**src/rtl/mips_trace_pkg.sv**
```systemverilog
// rtl/mips_trace_pkg.sv - commit trace record layout and packing helper
package mips_trace_pkg;

  localparam int KIND_RW = 0;
  localparam int KIND_MR = 1;
  localparam int KIND_MW = 2;

  localparam int TRACE_REC_W = 104;

  localparam int REC_MDATA_LSB  = 0;
  localparam int REC_WBDATA_LSB = 32;
  localparam int REC_REG_LSB    = 64;
  localparam int REC_KIND_LSB   = 69;
  localparam int REC_PC_LSB     = 72;

  function automatic logic [TRACE_REC_W-1:0] pack_rec(
    input logic [31:0] pc,
    input logic [2:0]  kind,
    input logic [4:0]  rd,
    input logic [31:0] wbdata,
    input logic [31:0] mdata
  );
    logic [TRACE_REC_W-1:0] r;
    r = '0;
    r[REC_PC_LSB     +: 32] = pc;
    r[REC_KIND_LSB   +: 3]  = kind;
    r[REC_REG_LSB    +: 5]  = rd;
    r[REC_WBDATA_LSB +: 32] = wbdata;
    r[REC_MDATA_LSB  +: 32] = mdata;
    return r;
  endfunction

endpackage

```
**src/rtl/sync_fifo.sv**
```systemverilog
// rtl/sync_fifo.sv - generic synchronous FIFO with separate occupancy count
module sync_fifo #(
  parameter int WIDTH = 8,
  parameter int DEPTH = 16
) (
  input  logic                     clk,
  input  logic                     rst_n,
  input  logic                     clear,
  input  logic                     push,
  input  logic [WIDTH-1:0]         wdata,
  input  logic                     pop,
  output logic [WIDTH-1:0]         rdata,
  output logic                     full,
  output logic                     empty,
  output logic [$clog2(DEPTH):0]   count
);

  localparam int AW = $clog2(DEPTH);
  localparam int CW = AW + 1;
  localparam logic [CW-1:0] FULL_CNT = CW'(DEPTH);

  logic [WIDTH-1:0] mem [DEPTH];
  logic [AW-1:0]    wr_ptr;
  logic [AW-1:0]    rd_ptr;
  logic             pop_fire;
  logic             push_fire;

  assign full  = (count == FULL_CNT);
  assign empty = (count == '0);
  assign rdata = mem[rd_ptr];

  // A full FIFO still accepts a push when the head leaves in the same cycle.
  assign pop_fire  = pop && !empty;
  assign push_fire = push && (!full || pop_fire);

  always_ff @(posedge clk) begin
    if (!rst_n || clear) begin
      wr_ptr <= '0;
      rd_ptr <= '0;
      count  <= '0;
    end else begin
      if (push_fire) wr_ptr <= wr_ptr + 1'b1;
      if (pop_fire)  rd_ptr <= rd_ptr + 1'b1;
      case ({push_fire, pop_fire})
        2'b10:   count <= count + 1'b1;
        2'b01:   count <= count - 1'b1;
        default: count <= count;
      endcase
    end
  end

  always_ff @(posedge clk) begin
    if (rst_n && !clear && push_fire) mem[wr_ptr] <= wdata;
  end

endmodule

```
**src/rtl/commit_trace_fifo.sv**
```systemverilog
// rtl/commit_trace_fifo.sv - packs MEM/WB commit events into records and buffers them
module commit_trace_fifo #(
  parameter int DEPTH  = 16,
  parameter int DROP_W = 16
) (
  input  logic                     clk,
  input  logic                     rst_n,
  input  logic [31:0]              pc,
  input  logic                     wb_reg_write,
  input  logic [4:0]               wb_reg_addr,
  input  logic [31:0]              wb_data,
  input  logic                     mem_read,
  input  logic [31:0]              mem_rdata,
  input  logic                     mem_write,
  input  logic [31:0]              mem_wdata,
  input  logic                     flush,
  output logic                     trace_valid,
  input  logic                     trace_ready,
  output logic [31:0]              trace_pc,
  output logic [2:0]               trace_kind,
  output logic [4:0]               trace_reg,
  output logic [31:0]              trace_wbdata,
  output logic [31:0]              trace_mdata,
  output logic [$clog2(DEPTH):0]   count,
  output logic                     overflow,
  output logic [DROP_W-1:0]        drop_count
);

  import mips_trace_pkg::*;

  logic                   rw_eff;
  logic                   event_seen;
  logic [2:0]             kind;
  logic [31:0]            mdata;
  logic [TRACE_REC_W-1:0] rec;
  logic [TRACE_REC_W-1:0] head;
  logic                   full;
  logic                   empty;
  logic                   drop;

  // Writes to $zero have no architectural effect, so they are not traced.
  assign rw_eff     = wb_reg_write && (wb_reg_addr != 5'd0);
  assign event_seen = rw_eff || mem_read || mem_write;

  always_comb begin
    kind          = 3'b000;
    kind[KIND_RW] = rw_eff;
    kind[KIND_MR] = mem_read;
    kind[KIND_MW] = mem_write;
    if (mem_write)     mdata = mem_wdata;
    else if (mem_read) mdata = mem_rdata;
    else               mdata = 32'h0;
  end

  assign rec = pack_rec(pc, kind,
                        rw_eff ? wb_reg_addr : 5'd0,
                        rw_eff ? wb_data : 32'h0,
                        mdata);

  sync_fifo #(
    .WIDTH (TRACE_REC_W),
    .DEPTH (DEPTH)
  ) u_fifo (
    .clk   (clk),
    .rst_n (rst_n),
    .clear (flush),
    .push  (event_seen),
    .wdata (rec),
    .pop   (trace_ready),
    .rdata (head),
    .full  (full),
    .empty (empty),
    .count (count)
  );

  // Full implies non-empty, so a ready consumer always frees a slot this cycle.
  assign drop = event_seen && full && !trace_ready;

  always_ff @(posedge clk) begin
    if (!rst_n || flush) begin
      overflow   <= 1'b0;
      drop_count <= '0;
    end else if (drop) begin
      overflow <= 1'b1;
      if (drop_count != '1) drop_count <= drop_count + 1'b1;
    end
  end

  assign trace_valid  = !empty;
  assign trace_pc     = trace_valid ? head[REC_PC_LSB     +: 32] : 32'h0;
  assign trace_kind   = trace_valid ? head[REC_KIND_LSB   +: 3]  : 3'b000;
  assign trace_reg    = trace_valid ? head[REC_REG_LSB    +: 5]  : 5'd0;
  assign trace_wbdata = trace_valid ? head[REC_WBDATA_LSB +: 32] : 32'h0;
  assign trace_mdata  = trace_valid ? head[REC_MDATA_LSB  +: 32] : 32'h0;

endmodule

```
**config.mk**
```make
export PLATFORM = sky130hd
export DESIGN_NAME = commit_trace_fifo
export DESIGN_NICKNAME = d
export VERILOG_FILES = /design/src/rtl/mips_trace_pkg.sv /design/src/rtl/sync_fifo.sv /design/src/rtl/commit_trace_fifo.sv
export SDC_FILE = /design/constraint.sdc
export NUM_CORES = 1
export LEC_CHECK = 0
export BUFFER_PORTS_ARGS = -buffer_cell sky130_fd_sc_hd__buf_4
export CAP_MARGIN = 20
export CORE_MARGIN = 1.5
export CORE_UTILIZATION = 55
export CTS_BUF_LIST = sky130_fd_sc_hd__clkbuf_8 sky130_fd_sc_hd__clkbuf_16
export DETAILED_ROUTE_END_ITERATION = 16
export MAX_ROUTING_LAYER = met4
export PLACE_DENSITY = 0.75
export SKIP_CTS_REPAIR_TIMING = 1
export SLEW_MARGIN = 20
export SYNTH_ARGS = -nofsm -noshare
export SYNTH_HDL_FRONTEND = slang
export SYNTH_HIERARCHICAL = 1
export SYNTH_SLANG_ARGS = --single-unit
```
**constraint.sdc**
```tcl
create_clock -name clk -period 9.95 [get_ports clk]
set_input_delay 1.4925 -clock clk [delete_from_list [all_inputs] [get_ports clk]]
set_output_delay 1.4925 -clock clk [all_outputs]
set_load 0.01 [all_outputs]
```
After elaboration in Yosys (flattened, before gate mapping)
Memory sizes are Yosys's and may differ from the RTL's. A register that Yosys moved wholly into a read port is not among the register bits.
Index checks and enable logic that the tools add are counted.
{"block": "op_classes", "n_eq_ne": 4, "n_addsub": 5, "mux": 14, "n_reduce_logical": 20}
{"operator": "32-bit 2-to-1 mux", "n": 6}
{"operator": "16-bit by 1-bit adder with 16-bit output, second input constant", "n": 1}
{"operator": "16-bit != test, second input constant", "n": 1}
{"operator": "5-bit 2-to-1 mux", "n": 2}
{"operator": "5-bit one-hot mux with 2 select lines", "n": 1}
{"operator": "4-bit by 1-bit adder with 4-bit output, second input constant", "n": 2}
{"operator": "4-bit 2-to-1 mux", "n": 2}
{"operator": "1-bit logical AND", "n": 7}
{"operator": "5-bit by 1-bit adder with 5-bit output, second input constant", "n": 1}
{"operator": "5-bit == test, second input constant", "n": 1}
{"operator": "1-bit logical NOT", "n": 5}
{"operator": "5-bit logical NOT", "n": 1}
{"operator": "5-bit nonzero test", "n": 1}
{"operator": "5-bit by 1-bit subtractor with 5-bit output, second input constant", "n": 1}
{"operator": "1-bit logical OR", "n": 4}
{"operator": "3-bit 2-to-1 mux", "n": 1}
{"operator": "2-bit by 1-bit == test with 1-bit output, second input constant", "n": 1}
{"operator": "2-bit == test, second input constant", "n": 1}
{"operator": "1-bit 2-to-1 mux", "n": 2}
{"operator": "2-bit AND reduction", "n": 1}
{"operator": "2-bit nonzero test", "n": 1}
{"block": "word_totals", "mem_bits_rw": 1664, "out_inout_bits": 127, "ff_bits": 30, "mem_count": 1}
{"memory": "u_fifo.mem", "depth": 16, "width": 104, "rd": 1, "rd_clocked_by_memory_dff": 1, "write_ports": 1, "line": "sync_fifo.sv:22", "source": "logic [WIDTH-1:0] mem [DEPTH];"}

Logic depth before layout (Yosys ltp)
{"block": "depth", "ltp_word": 8, "depth_mapped": 12, "mapped_depth_nobuf": 11}

By module
Netlist, hierarchy kept.
{"mod": "sync_fifo", "cells_per_inst": 2668, "n_inst": 1, "area_each_um2": 63060.5, "seq_area_each_um2": 50308.2}
{"mod": "commit_trace_fifo", "cells_per_inst": 301, "n_inst": 1, "area_each_um2": 2159.6, "seq_area_each_um2": 340.3}

Worst setup path after synthesis
Ideal clock, no wire load.
{"block": "synth_path", "path_kind": "input port to flip-flop", "start": "input wb_reg_addr[0]", "end": "memory u_fifo/mem[12][0] (netlist name), enable pin", "t_required_ns": 9.382, "path_slack_ns": 2.401, "arrival_ns": 6.980, "path_stages": 7, "n_path_buf": 1, "setup_ns": 0.568, "path_cell_list": "or3_1 o31a_1 or3_1 clkbuf_1 o21a_1 nand2_1 nor2_1"}
{"block": "synth_via", "elab_chain_len": 8}
{"element": "start, declared", "line": "commit_trace_fifo.sv:10", "source": "input logic [4:0] wb_reg_addr,"}
{"element": "5-bit nonzero test", "line": "commit_trace_fifo.sv:42", "source": "assign rw_eff = wb_reg_write && (wb_reg_addr != 5'd0);"}
{"element": "1-bit logical AND", "line": "commit_trace_fifo.sv:42"}
{"element": "1-bit logical OR (2 in series)", "line": "commit_trace_fifo.sv:43", "source": "assign event_seen = rw_eff || mem_read || mem_write;"}
{"element": "net event_seen", "line": "commit_trace_fifo.sv:32", "source": "logic event_seen;"}
{"element": "1-bit logical AND", "line": "sync_fifo.sv:34", "source": "assign push_fire = push && (!full || pop_fire);"}
{"element": "1-bit logical AND", "line": "sync_fifo.sv:53", "source": "if (rst_n && !clear && push_fire) mem[wr_ptr] <= wdata;"}
{"element": "1-bit 2-to-1 mux", "line": "sync_fifo.sv:53"}
{"element": "1-bit 2-to-1 mux (not written as such)", "line": "sync_fifo.sv:53"}
{"element": "end, declared", "line": "sync_fifo.sv:22"}
The timed path passes the listed nets, and every way through them passes these cells.

==> metrics.yaml <==
rsz0062_at_grt: "no"
core.rowCount: 126
tritoncts: "built"
die-area_um2: 121000
initial_core_util_pct: 55.4
die_h_um: 347
peakVddDrop_mv: 0.192
period_share_pct: 58.5
place_hpwl_um: 77200
synth_compound_area_share_pct: 3.25
path_clk_slew_ps: 60
yosys-mux-area-fraction_pct: 14.4
fmax_ghz: 0.172
tightest_slew_ps: 1160
yosys_warnings: 6
most-common-layout-cells: "edfxtp_1, mux4_2, buf_4, a22oi_1, clkbuf_16"
async_flop_share_pct: 0
crit_fanout: 40
htree_levels: 4
synth-main-ff-cell: "edfxtp_1"
drc_errors: 0
yosysUniqueCellTypes: 57
antenna_found_initial: 2
slew_headroom_pct: 22.8
drive_above_1_share_pct: 29.6
io_pins: 267
hold_path_class: "reg -> reg"
rr_endpoint: "u_fifo/mem[4][61]"
clkLatencyLatePin_ps: 780
final_util_pct: 62.9
leakage_uw: 0.0236
synth_xor_area_share_pct: 0.188
cts.path.max_buffers: 3
grt_pass1_vias: 33564
period_minus_slack_ps: 5830
fin_setup_tns_ps: 0
firstDrtPassIters: 7
maxSlewViolCount: 0
grt_pass1_wl_um: 217000
cts_root_buffer: "clkbuf_16"
required_ps: 8460
wire_per_inst_um: 29.6
place_congestion: 0.797
clock_skew_ps: 23.3
rr_worst_depth: 6
die-width_um: 347
outcome: "completed"
synth_area_um2: 65200
final_hold_viol_count: 0
drtIter0Drc: 3400
avgSynthCellArea_um2: 22.0
drt_wl_total_um: 147000
nets: 3444
crit_arrival_ps: 4330
reg2reg_from: "u_fifo/count[1]"
worstSetupPathType: "reg -> out"
endpoint_kind: "output pin"
synth_nets: 3119
p_per_area_nw_per_um2: 192
core_area_um2: 118000
overflow: 0
crit_path_end: "trace_kind[0]"
yosysSeqAreaShare_pct: 77.7
synth-edff-count: 1664
cts.sinks: 1698
maxCapViolCount: 0
antenna_left: 0
vias: 31671
reg2reg_slack_ps: 6090
setup_viol: 0
synthAdderAreaFrac_pct: 0.203
syn_inst: 2969
portBuffers: 266
synth_top_family_by_area: "multiplexers"
grt_max_degree: 159
numCtsBuffers: 163
gr-usage-all-layers_pct: 25.4
via_per_inst: 6.39
final_common_cell: "edfxtp_1"
synth_seq_cells: 1698
startpoint_type: "flop"
synthSimpleGateAreaFrac_pct: 2.99
syn_to_final_growth_pct: 13.6
synth_stat cells, types with 10 or more instances:
library cell / instances / share of area [%]
edfxtp_1: 1664 / 77
mux4_2: 416 / 14
a22oi_1: 208 / 2.4
nand2_1: 121 / 0.70
nor2b_1: 113 / 1.1
clkbuf_1: 93 / 0.54
nor2_1: 52 / 0.30
and2_1: 39 / 0.37
dfxtp_1: 34 / 1.0
a22o_1: 31 / 0.42
buf_1: 23 / 0.13
buf_2: 23 / 0.18
buf_4: 22 / 0.25
xnor2_1: 10 / 0.13
per-layer routing:
metal	routed length, µm	up-vias	track usage (%)
met5	0	-	-
met4	3390	0	7.38
met3	10600	256	3.76
met2	76700	1492	42.4
met1	56200	16804	32.7
li1	-	13119	-
how the worst min path moves through the flow:
stage,from,to,depth (start not counted)
after global routing,overflow,overflow,2
final,overflow,overflow,2
after detailed placement,overflow,overflow,2
after global placement,overflow,overflow,2
after floorplan,u_fifo/rd_ptr[3],flop,2
after CTS,overflow,overflow,2
report_power, final:
part / switching, µW / internal [µW]
registers: 13.3 / 7900
logic: 324 / 206
clock network: 2560 / 3240
total: 2900 / 11300
sequential cells by signal, indices dropped and copies added (netlist names), named ones only:
register,cells
u_fifo/rd_ptr,4
u_fifo/mem,1664
u_fifo/wr_ptr,4
u_fifo/count,5
overflow,1
drop_count,16
logic make-up (layout without fill, tap and decap cells):
family,Yosys count,in the layout
mux,420,420
other cells,0,1
xor+xnor,14,14
buf+inv,178,628
simple gates,376,376
compound gates,273,273
fa+ha+maj,10,10
flops,1698,1698
final cells by class:
class,count,area (µm²)
multi-input cells,1093,13900
clock inverters,124,850
well taps,1536,1920
diodes,1,2.50
clock buffers,166,4150
flip-flops and latches,1698,50700
repair buffers,329,2590
inverters,9,33.8
fillers,7530,43700
metrics by stage:
step | setup WS (ps) | total power, µW | hold WS [ps] | area [µm²] | cells
2_1_floorplan | 2400 | 8350 | 466 | 65200 | 2969
3_3_place_gp | 4250 | 8580 | 437 | 69000 | 4661
3_5_place_dp | 4220 | 8600 | 444 | 69000 | 4663
4_1_cts | 3920 | 14300 | 454 | 74000 | 4953
5_1_grt | 3700 | 14600 | 477 | 74100 | 4955
6_report | 4120 | 14200 | 449 | 74100 | 4956
critical path: stages, from the launching register on:
cell and delay, ps:
dfxtp_4 850, buf_4 750, buf_4 610, mux4_2 580
a22oi_1 210, nand2_1 80, nor2b_1 190, buf_4 220
No activity file was read; power rests on OpenSTA's default activity.
